[src/rtl/agu_pkg.sv]
// Shared mode/size codes and alignment masks for the AGU memory pipeline.
package agu_pkg;

  typedef enum logic [1:0] {
    MODE_RR      = 2'b00,
    MODE_BOFF    = 2'b01,
    MODE_POSTINC = 2'b10,
    MODE_RSVD    = 2'b11
  } agu_mode_e;

  typedef enum logic [1:0] {
    SZ_B = 2'b00,
    SZ_H = 2'b01,
    SZ_W = 2'b10,
    SZ_D = 2'b11
  } agu_size_e;

  localparam logic [2:0] ALIGN_MASK_B = 3'b000;
  localparam logic [2:0] ALIGN_MASK_H = 3'b001;
  localparam logic [2:0] ALIGN_MASK_W = 3'b011;
  localparam logic [2:0] ALIGN_MASK_D = 3'b111;

  // Low address bits that must be zero for an access of the given size.
  function automatic logic [2:0] align_mask(agu_size_e size);
    logic [2:0] mask;
    mask = ALIGN_MASK_B;
    unique case (size)
      SZ_B: mask = ALIGN_MASK_B;
      SZ_H: mask = ALIGN_MASK_H;
      SZ_W: mask = ALIGN_MASK_W;
      SZ_D: mask = ALIGN_MASK_D;
    endcase
    return mask;
  endfunction

endpackage

[src/rtl/agu_pipe_reg.sv]
// One valid/ready pipeline stage; the payload only loads on an accepted transfer so it
// holds steady while the downstream side stalls.
module agu_pipe_reg #(
  parameter int unsigned Width = 8
) (
  input  logic             clk_i,
  input  logic             rst_i,
  input  logic             in_valid_i,
  output logic             in_ready_o,
  input  logic [Width-1:0] in_data_i,
  output logic             out_valid_o,
  input  logic             out_ready_i,
  output logic [Width-1:0] out_data_o
);

  logic             valid_q;
  logic [Width-1:0] data_q;

  assign in_ready_o  = !valid_q || out_ready_i;
  assign out_valid_o = valid_q;
  assign out_data_o  = data_q;

  always_ff @(posedge clk_i or posedge rst_i) begin
    if (rst_i) begin
      valid_q <= 1'b0;
      data_q  <= '0;
    end else if (in_ready_o) begin
      valid_q <= in_valid_i;
      if (in_valid_i) begin
        data_q <= in_data_i;
      end
    end
  end

endmodule

[src/rtl/agu_mem_pipe.sv]
// Two-stage address generation unit: operand capture (S1) then add/sub and write-back (S2).
// Define AGU_ALIGN_CHECK_EN to enable the size-based misalignment flag.
module agu_mem_pipe
  import agu_pkg::*;
#(
  parameter int unsigned WIDTH = 64,
  parameter int unsigned OFF_W = 16
) (
  input  logic             clk,
  input  logic             rst,
  input  logic             in_valid,
  output logic             in_ready,
  input  logic [WIDTH-1:0] dinA,
  input  logic [WIDTH-1:0] dinB,
  input  logic [OFF_W-1:0] OFFSET,
  input  logic [1:0]       OP_MEM,
  input  logic             ADD_SUB,
  input  logic [1:0]       SIZE,
  output logic             out_valid,
  input  logic             out_ready,
  output logic [WIDTH-1:0] dout,
  output logic             wb_en,
  output logic [WIDTH-1:0] wb_data,
  output logic             misalign
);

  localparam int unsigned S1W = 2 * WIDTH + 5;
  localparam int unsigned S2W = 2 * WIDTH + 2;

  // S1 payload layout: {a, op2, add_sub, mode, size}
  logic [WIDTH-1:0] off_ext;
  logic [WIDTH-1:0] op2_sel;
  logic [S1W-1:0]   s1_in;
  logic [S1W-1:0]   s1_out;
  logic             s1_valid;
  logic             s2_ready;

  assign off_ext = {{(WIDTH - OFF_W){OFFSET[OFF_W-1]}}, OFFSET};
  assign op2_sel = (agu_mode_e'(OP_MEM) == MODE_RR) ? dinB : off_ext;
  assign s1_in   = {dinA, op2_sel, ADD_SUB, OP_MEM, SIZE};

  agu_pipe_reg #(
    .Width(S1W)
  ) u_s1 (
    .clk_i       (clk),
    .rst_i       (rst),
    .in_valid_i  (in_valid),
    .in_ready_o  (in_ready),
    .in_data_i   (s1_in),
    .out_valid_o (s1_valid),
    .out_ready_i (s2_ready),
    .out_data_o  (s1_out)
  );

  logic [WIDTH-1:0] s1_a;
  logic [WIDTH-1:0] s1_op2;
  logic             s1_add_sub;
  agu_mode_e        s1_mode;
  agu_size_e        s1_size;

  assign s1_size    = agu_size_e'(s1_out[1:0]);
  assign s1_mode    = agu_mode_e'(s1_out[3:2]);
  assign s1_add_sub = s1_out[4];
  assign s1_op2     = s1_out[5 +: WIDTH];
  assign s1_a       = s1_out[WIDTH+5 +: WIDTH];

  logic [WIDTH-1:0] sum;
  logic [WIDTH-1:0] dout_d;
  logic [WIDTH-1:0] wb_data_d;
  logic             wb_en_d;
  logic             mis_d;

  always_comb begin
    // Two's-complement subtraction, carry/borrow discarded.
    sum       = s1_add_sub ? (s1_a - s1_op2) : (s1_a + s1_op2);
    dout_d    = sum;
    wb_en_d   = 1'b0;
    wb_data_d = '0;
    if (s1_mode == MODE_POSTINC) begin
      dout_d    = s1_a;
      wb_en_d   = 1'b1;
      wb_data_d = sum;
    end
  end

`ifdef AGU_ALIGN_CHECK_EN
  assign mis_d = |(dout_d[2:0] & align_mask(s1_size));
`else
  logic unused_size;
  assign unused_size = ^s1_size;
  assign mis_d       = 1'b0;
`endif

  logic [S2W-1:0] s2_out;

  agu_pipe_reg #(
    .Width(S2W)
  ) u_s2 (
    .clk_i       (clk),
    .rst_i       (rst),
    .in_valid_i  (s1_valid),
    .in_ready_o  (s2_ready),
    .in_data_i   ({dout_d, wb_en_d, wb_data_d, mis_d}),
    .out_valid_o (out_valid),
    .out_ready_i (out_ready),
    .out_data_o  (s2_out)
  );

  assign misalign = s2_out[0];
  assign wb_data  = s2_out[1 +: WIDTH];
  assign wb_en    = s2_out[WIDTH+1];
  assign dout     = s2_out[WIDTH+2 +: WIDTH];

endmodule

[config.mk]
export PLATFORM = sky130hd
export DESIGN_NAME = agu_mem_pipe
export DESIGN_NICKNAME = d
export VERILOG_FILES = /design/src/rtl/agu_pkg.sv /design/src/rtl/agu_pipe_reg.sv /design/src/rtl/agu_mem_pipe.sv
export SDC_FILE = /design/constraint.sdc
export NUM_CORES = 1
export LEC_CHECK = 0
export ABC_AREA = 0
export BUFFER_PORTS_ARGS = -buffer_cell sky130_fd_sc_hd__buf_2
export CAP_MARGIN = 25
export CELL_PAD_IN_SITES_DETAIL_PLACEMENT = 1
export CELL_PAD_IN_SITES_GLOBAL_PLACEMENT = 2
export CORE_MARGIN = 2
export CORE_UTILIZATION = 37
export CTS_CLUSTER_SIZE = 10
export DETAILED_ROUTE_END_ITERATION = 10
export PLACE_DENSITY_LB_ADDON = 0.1
export SLEW_MARGIN = 30
export SYNTH_ARGS = -nofsm -noshare
export SYNTH_HDL_FRONTEND = slang
export SYNTH_HIERARCHICAL = 1
export SYNTH_SLANG_ARGS = --single-unit
[constraint.sdc]
create_clock -name clk -period 6.2 [get_ports clk]
set_input_delay 0.62 -clock clk [delete_from_list [all_inputs] [get_ports clk]]
set_output_delay 0.62 -clock clk [all_outputs]
set_load 0.005 [all_outputs]
==> results.ini, run 1 <==
[cells_and_area]
final_common_cell = buf_2
fin_cells = 2509
postLayoutCoreUtil = 0.439
fin_area_um2 = 20000
fin_nets = 2111
final_cell_mix = buf_2, dfrtp_1, mux2_4
drive_gt1_frac = 0.348
area_growth_syn_to_layout_pct = 16.8

[drt]
via_count = 13122
drtIter0Drc = 598
drcViolationCount = 0
wl_um = 53800
drt-wirelength-per-cell_um = 21.4
routed_via_density = 5.23
detail_route.first_pass.iterations = 5
drtAntennaViolNets = 0

[cts]
clock_latency_ps = 540
cts_tree = built
cts_hold_buf = 0
cts-resized-gates = 0
cts_made_buffers = 34
htree_levels = 2
clkSlewWorstSetupHoldPaths_ps = 60
clock_path_buffers = 3
cts.sinks = 263
post-cts-setup-buffer-count = 0
cts_root_buf = clkbuf_16

[floorplanning]
rows = 78
ios = 285
core_region_area_um2 = 45600
start_util = 0.376
die_height_um = 219
die_area_um2 = 48000
fp.dieW_um = 219

[global_routing]
grt_start_max_net_pins = 81
groute.layer.met1.usage = 0.328
met3_usage = 0.0345
grt_antenna_before_repair = 4
grt_pass1_wl_um = 83800
grt_busiest_layer = met2
grt.met2_usage = 0.351
grt_pass1_vias = 14122
globalRouteTotalUtil = 0.226
grt_overflow = 0

[run]
drv_cap = 0

[yosys]
ys_warn_count = 6
syn_inst = 1642
synth.avg_cell_area_um2 = 10.4
syn_area_um2 = 17100
syn_nets = 1860

[critical_path]
cp_slowest_stage_delay_ps = 570
start_kind = register
path_delay_family = simple AND/OR/NAND/NOR gates
worstPathRequired_ps = 6620
cp_slowest_cell = or4_4
path_cells = or4_4 > nor4_4 > nand3_2 > or3_2 > nor3_1 > buf_4 > a21oi_1 > xnor2_1 > ha_1 > nand2_1 > nor2_1 > nand3_1 > nor4_2 > nor4b_1 > a2111oi_0 > buf_4 > or2_2 > o31ai_1 > xnor2_1 > o21ai_0 > mux2_4
worst-path-max-fanout = 5
endpoint_kind = register
crit_buf_inv = 2
cp.arrival_ps = 6200
crit_type = register to register

[sta]
finalClockSkew_ps = 18.7
period_minus_slack_ps = 5790
finalSetupTns_ps = 0
rsz0062_at_grt = no
finalMaxSlewViolations = 0
tightest_slew_ps = 934
max_slew_margin = 0.377
hold_viol_final = 0
max_freq_ghz = 0.173
period_share = 0.933
setup_viol = 0

[place]
dp_hpwl_um = 39800
port_buffers = 282
gp_congestion = 0.835
dpl_cell_area_um2 = 19000
dp_cells = 2457

[run_status]
outcome = completed

[power]
ir_worst_vdd_v = 0.000230
p_leak_nw = 9.74
p_per_area_nw_per_um2 = 441

[min_path]
hold_class = input port to asynchronous set/reset pin

-- where the power goes --
group,switching (mW),internal [mW],total [mW]
registers,0.394,2.24,2.63
logic,2.32,2.03,4.35
clock network,0.746,1.10,1.85
-- final timing paths --
path	from	endpoint	slack, ps	depth (start not counted)
min in group clk	dinA[53]	u_s1/out_data_o[122]	310	2
worst max register to register	u_s1/out_data_o[22]	u_s2/out_data_o[126]	410	21
max in group asynchronous	rst	u_s1/out_data_o[25]	4680	3
worst min-delay path	rst	u_s2/out_valid_o	210	2
worst max-delay path	u_s1/out_data_o[22]	u_s2/out_data_o[126]	410	21
worst min register to register	u_s2/out_data_o[45]	u_s2/out_data_o[45]	500	1
-- routing by layer --
metal  vias up  share of wire
met1      6529           0.50
met2       244           0.45
met3        53          0.038
li1       6290              -
met4         6          0.017
met5         -        0.00071
-- final cells by class --
class	instances	area, um2
Inverter	38	154
Clock inverter	4	23.8
Clock buffer	46	987
Tap cell	600	751
Fill cell	5107	25600
Antenna cell	2	5.00
Timing Repair Buffer	303	1570
Multi-Input combinational cell	1253	9940
Sequential cell	263	6580
-- registers in the layout, indices dropped and copies added (netlist names) --
register / cells
u_s1/out_valid_o: 1
u_s1/out_data_o: 131
u_s2/out_valid_o: 1
u_s2/out_data_o: 130
-- through the flow --
stage          power (mW)  worst slack [ps]  hold slack (ps)
2_1_floorplan        5.56              1360              470
3_3_place_gp         6.95               508              482
3_5_place_dp         7.01               404              488
4_1_cts              8.95               387              224
5_1_grt              9.48              17.1              250
6_report             8.82               414              213
Power figures use the tool's default switching activity.
==> inputs of run 2 (changes only) <==
Settings changed: REMOVE_ABC_BUFFERS from default to 1.
==> results.ini, run 2 (synthesis results as in run 1) <==
[sta]
whs_ps = 211  ; was 213 ps
period_minus_slack_ps = 5820  ; was 5790 ps
finalClockSkew_ps = 23.1  ; was 18.7 ps
finalMaxSlewViolations = 0  ; unchanged
tightest_slew_ps = 925  ; was 934 ps
period_share = 0.939  ; was 0.933
max_slew_margin = 0.383  ; was 0.377
finalSetupTns_ps = 0  ; unchanged
max_freq_ghz = 0.172  ; was 0.173 GHz
hold_viol_final = 0  ; unchanged
setup_viol = 0  ; unchanged
rsz0062_at_grt = no  ; unchanged

[critical_path]
path_delay_family = simple AND/OR/NAND/NOR gates  ; unchanged
cp_slowest_stage_delay_ps = 580  ; was 570 ps
crit-reg2reg-launch = u_s1/out_data_o[23]  ; was u_s1/out_data_o[22]
crit_type = register to register  ; unchanged
r2r_end = u_s2/out_data_o[126]  ; unchanged
r2r_setup_slack_ps = 380  ; was 410 ps
crit_buf_inv = 2  ; unchanged
cp.arrival_ps = 6230  ; was 6200 ps
start_kind = register  ; unchanged
path_cells = or4_4 > nor4_4 > nand3_2 > or3_2 > nor3_1 > buf_4 > a21oi_1 > xnor2_1 > ha_1 > nand2_1 > nor2_1 > nand3_1 > nor4_4 > nor4b_4 > a2111oi_1 > buf_4 > or2_2 > o31ai_1 > xnor2_1 > o21ai_0 > mux2_4  ; was or4_4 > nor4_4 > nand3_2 > or3_2 > nor3_1 > buf_4 > a21oi_1 > xnor2_1 > ha_1 > nand2_1 > nor2_1 > nand3_1 > nor4_2 > nor4b_1 > a2111oi_0 > buf_4 > or2_2 > o31ai_1 > xnor2_1 > o21ai_0 > mux2_4
cp_slowest_cell = or4_4  ; unchanged
ff2ff_path_depth = 21  ; unchanged
worstPathRequired_ps = 6610  ; was 6620 ps
endpoint_kind = register  ; unchanged
worst-path-max-fanout = 5  ; unchanged

[cells_and_area]
drive_gt1_frac = 0.345  ; was 0.348
fill_cells = 5129  ; was 5107
multi_input_area_um2 = 9960  ; was 9940 um2
final_cell_mix = buf_2, dfrtp_1, mux2_4  ; unchanged
largest_reg_flops = 131  ; unchanged
final_common_cell = buf_2  ; unchanged
ff_latch_area_um2 = 6580  ; unchanged
fin_cells = 2511  ; was 2509
area_growth_syn_to_layout_pct = 16.9  ; was 16.8%
fin_nets = 2108  ; was 2111

[place]
port_buffers = 282  ; unchanged
dp_cells = 2453  ; was 2457
dp_hpwl_um = 39200  ; was 39800 um
gp_congestion = 0.872  ; was 0.835

[cts]
cts.sinks = 263  ; unchanged
cts_tree = built  ; unchanged
cts_made_buffers = 34  ; unchanged
cts_hold_buf = 0  ; unchanged
cts_root_buf = clkbuf_16  ; unchanged
clock_latency_ps = 540  ; about the same
clkSlewWorstSetupHoldPaths_ps = 50  ; was 60 ps
htree_levels = 2  ; unchanged
clock_path_buffers = 3  ; unchanged
post-cts-setup-buffer-count = 0  ; unchanged

[floorplanning]
fp.dieW_um = 219  ; unchanged
start_util = 0.376  ; unchanged
core_region_area_um2 = 45600  ; unchanged
die_height_um = 219  ; unchanged
die_area_um2 = 48000  ; unchanged
ios = 285  ; unchanged
rows = 78  ; unchanged

[global_routing]
grt_start_max_net_pins = 98  ; was 81
grt_antenna_before_repair = 6  ; was 4
grt_pass1_vias = 13998  ; was 14122
grt_pass1_wl_um = 81800  ; was 83800 um
grt_overflow = 0  ; unchanged
globalRouteTotalUtil = 0.219  ; was 0.226

[drt]
routed_via_density = 5.26  ; was 5.23
wl_um = 52500  ; was 53800 um
drcViolationCount = 0  ; unchanged
drt-wirelength-per-cell_um = 20.9  ; was 21.4 um
detail_route.first_pass.iterations = 5  ; unchanged
drtAntennaViolNets = 0  ; unchanged
drtIter0Drc = 659  ; was 598
via_count = 13205  ; was 13122

[power]
p_leak_nw = 9.73  ; was 9.74 nW
ir_worst_vdd_v = 0.000171  ; was 0.000230 V
power_mw = 8.77  ; was 8.82 mW
p_per_area_nw_per_um2 = 438  ; was 441 nW/um2

[min_path]
hold_class = input port to asynchronous set/reset pin  ; unchanged

[run]
drv_cap = 0  ; unchanged

[run_status]
outcome = completed  ; unchanged

## run 2: area by class of cell
class,count,area share
antenna,4,0.000500
sequential,263,0.329
timing repair buffer,300,0.0789
clock inverter,4,0.00131
inverter,38,0.00769
tap,600,0.0375
clock buffer,49,0.0479
multi-input combinational,1253,0.498
## run 2: worst max path at each step
stage,startpoint,end,slack (ps),depth (start not counted)
final,u_s1/out_data_o[23],u_s2/out_data_o[126],380,21
after CTS,u_s1/out_data_o[23],u_s2/out_data_o[126],170,21
after global placement,u_s1/out_data_o[23],u_s2/out_data_o[126],30,21
after detailed placement,u_s1/out_data_o[23],u_s2/out_data_o[126],-10,21
after floorplan,OP_MEM[0],u_s1/out_data_o[61],1210,4
after global routing,u_s1/out_data_o[21],u_s2/out_data_o[122],50,21
## run 2: where the power goes
group	switching, mW	leakage, nW	total (mW)	internal, mW
clock network	0.750	0.478	1.81	1.06
registers	0.393	3.21	2.63	2.24
logic	2.30	6.04	4.32	2.03
total	3.44	9.73	8.77	5.33
## run 2: metal layers
layer,wire length (um),up-vias,global-route usage,share of wire
li1,-,6312,-,-
met1,25400,6599,0.310,0.48
met2,24000,231,0.349,0.46
met3,2040,57,0.0352,0.039
met4,935,6,0.0559,0.018
met5,36,-,0,0.00069
## run 2: repair_timing
item,CTS,global route
endpoints found under the hold margin,0,0
setup endpoints to repair,1,4
pin swaps,0,0
resized for setup,1,3
## run 2: metrics by stage
stage                     area, um2   util  worst slack, ps
after detailed placement      19000  0.416            -10.6
after floorplan               16600      -             1210
after CTS                     20000  0.438              174
after global placement        19000  0.416             32.4
after global routing          20000  0.439             45.5
final                         20000  0.439              379
==> inputs of run 3 (changes only) <==
Settings changed: PLACE_DENSITY_LB_ADDON 0.1 to 0.12.
==> results.ini, run 3 (synthesis results as in run 1) <==
[run_status]
outcome = completed  ; unchanged

[critical_path]
endpoint_kind = register  ; unchanged
worstPathRequired_ps = 6630  ; was 6610 ps
crit-reg2reg-launch = u_s1/out_data_o[22]  ; was u_s1/out_data_o[23]
endpoint = u_s2/out_data_o[126]  ; unchanged
ff2ff_path_depth = 21  ; unchanged
worst-path-max-fanout = 6  ; was 5
startpoint = u_s1/out_data_o[22]  ; was u_s1/out_data_o[23]
r2r_setup_slack_ps = 530  ; was 380 ps
cp.arrival_ps = 6100  ; was 6230 ps
start_kind = register  ; unchanged
crit_type = register to register  ; unchanged
r2r_end = u_s2/out_data_o[126]  ; unchanged

[cts]
clock_latency_ps = 550  ; was 540 ps
clock_path_buffers = 3  ; unchanged
htree_levels = 2  ; unchanged
cts_root_buf = clkbuf_16  ; unchanged
cts_made_buffers = 34  ; unchanged
cts_hold_buf = 0  ; unchanged
cts_tree = built  ; unchanged
clkSlewWorstSetupHoldPaths_ps = 60  ; was 50 ps
cts.sinks = 263  ; unchanged

[cells_and_area]
fin_nets = 2108  ; unchanged
area_growth_syn_to_layout_pct = 17.1  ; was 16.9%
final_cell_mix = buf_2, dfrtp_1, mux2_4  ; unchanged
final_common_cell = buf_2  ; unchanged
drive_gt1_frac = 0.350  ; was 0.345
largest_reg_flops = 131  ; unchanged

[global_routing]
grt_start_max_net_pins = 99  ; was 98
grt_pass1_wl_um = 82000  ; was 81800 um
globalRouteTotalUtil = 0.221  ; was 0.219
grt_overflow = 0  ; unchanged
grt_pass1_vias = 13940  ; was 13998
grt_antenna_before_repair = 8  ; was 6

[floorplanning]
core_region_area_um2 = 45600  ; unchanged
fp.dieW_um = 219  ; unchanged
ios = 285  ; unchanged
die_height_um = 219  ; unchanged
rows = 78  ; unchanged
start_util = 0.376  ; unchanged
die_area_um2 = 48000  ; unchanged

[power]
ir_worst_vdd_v = 0.000219  ; was 0.000171 V
p_leak_nw = 9.75  ; was 9.73 nW
power_mw = 8.81  ; was 8.77 mW
p_per_area_nw_per_um2 = 439  ; was 438 nW/um2

[drt]
wl_um = 52500  ; about the same
drt-wirelength-per-cell_um = 21.0  ; was 20.9 um
drtAntennaViolNets = 0  ; unchanged
detail_route.first_pass.iterations = 5  ; unchanged
via_count = 13140  ; was 13205
routed_via_density = 5.25  ; was 5.26
drtIter0Drc = 553  ; was 659
drcViolationCount = 0  ; unchanged

[sta]
setup_viol = 0  ; unchanged
whs_ps = 264  ; was 211 ps
period_minus_slack_ps = 5670  ; was 5820 ps
max_slew_margin = 0.412  ; was 0.383
finalClockSkew_ps = 31.8  ; was 23.1 ps
period_share = 0.915  ; was 0.939
hold_viol_final = 0  ; unchanged
rsz0062_at_grt = no  ; unchanged
finalMaxSlewViolations = 0  ; unchanged
tightest_slew_ps = 874  ; was 925 ps
max_freq_ghz = 0.176  ; was 0.172 GHz
finalSetupTns_ps = 0  ; unchanged

[place]
dp_hpwl_um = 39100  ; was 39200 um
port_buffers = 282  ; unchanged
gp_congestion = 0.879  ; was 0.872

[min_path]
hold_class = input port to asynchronous set/reset pin  ; unchanged

[run]
drv_cap = 0  ; unchanged

## run 3: cell types whose count changed in the layout (fill, tap and decap cells not counted), sizes merged
| cell | before | now |
|---|---|---|
| clkinv | 3 | 5 |
| bufinv | 0 | 1 |
| diode | 4 | 2 |
| clkbuf | 49 | 41 |
| clkinvlp | 1 | 0 |
## run 3: area by class of cell
cell class,count,area (um2)
Sequential cell,263,6580
Inverter,38,156
Tap cell,600,751
Clock buffer,41,948
Antenna cell,2,5.00
Fill cell,5139,25500
Clock inverter,6,58.8
Multi-Input combinational cell,1253,9960
Timing Repair Buffer,300,1590
## run 3: per-stage QoR
stage	area, um2	util	setup slack [ps]	std cells
after floorplan	16600	-	1210	1554
after global placement	19000	0.416	328	2452
after detailed placement	19000	0.417	228	2453
after CTS	20000	0.439	212	2500
after global routing	20100	0.440	66.7	2501
final	20100	0.440	525	2503
## run 3: worst min-delay path by stage
stage	endpoint	startpoint	slack, ps	cells after the start
6_report	u_s2/out_data_o[0]	rst	260	2
2_1_floorplan	u_s1/out_data_o[3]	u_s1/out_data_o[3]	470	1
3_5_place_dp	u_s2/out_data_o[47]	u_s2/out_data_o[47]	490	1
5_1_grt	u_s1/out_data_o[132]	dinA[63]	280	2
3_3_place_gp	u_s1/out_data_o[3]	u_s1/out_data_o[3]	480	1
4_1_cts	u_s2/out_data_o[0]	rst	280	2
## run 3: what timing repair did
item,in CTS,in global routing
setup buffers,0,0
gates resized for setup,0,5
hold endpoints to repair,0,0
setup endpoints to repair,0,13
## run 3: per-layer routing
| layer | vias to the layer above | wire, um | track usage |
|---|---|---|---|
| met3 | 61 | 2480 | 0.0474 |
| met1 | 6521 | 25400 | 0.311 |
| li1 | 6297 | - | - |
| met5 | - | 75 | 0 |
| met4 | 12 | 882 | 0.0466 |
| met2 | 249 | 23600 | 0.349 |
## run 3: worst max-delay path: stages, from the launching register on
cell and delay, ps:
dfrtp_1 420, or4_4 560, nor4_4 290, nand3_2 150, or2_4 280, nor2_1 140
nand3_1 160, nor4_1 410, nor2_1 110, xnor2_1 200, ha_1 410, a21oi_1 130
o21bai_1 140, a21oi_1 100, o21ai_0 440, a2111oi_0 130, buf_4 180, or2_2 340
o31ai_1 340, xnor2_1 220, o21ai_0 120, mux2_4 290
## run 3: power by group
part | total, mW | leakage (nW) | switching, mW | internal, mW
Sequential | 2.63 | 3.21 | 0.397 | 2.24
Combinational | 4.32 | 6.03 | 2.29 | 2.03
Clock | 1.86 | 0.503 | 0.751 | 1.11
Total | 8.81 | 9.75 | 3.44 | 5.37
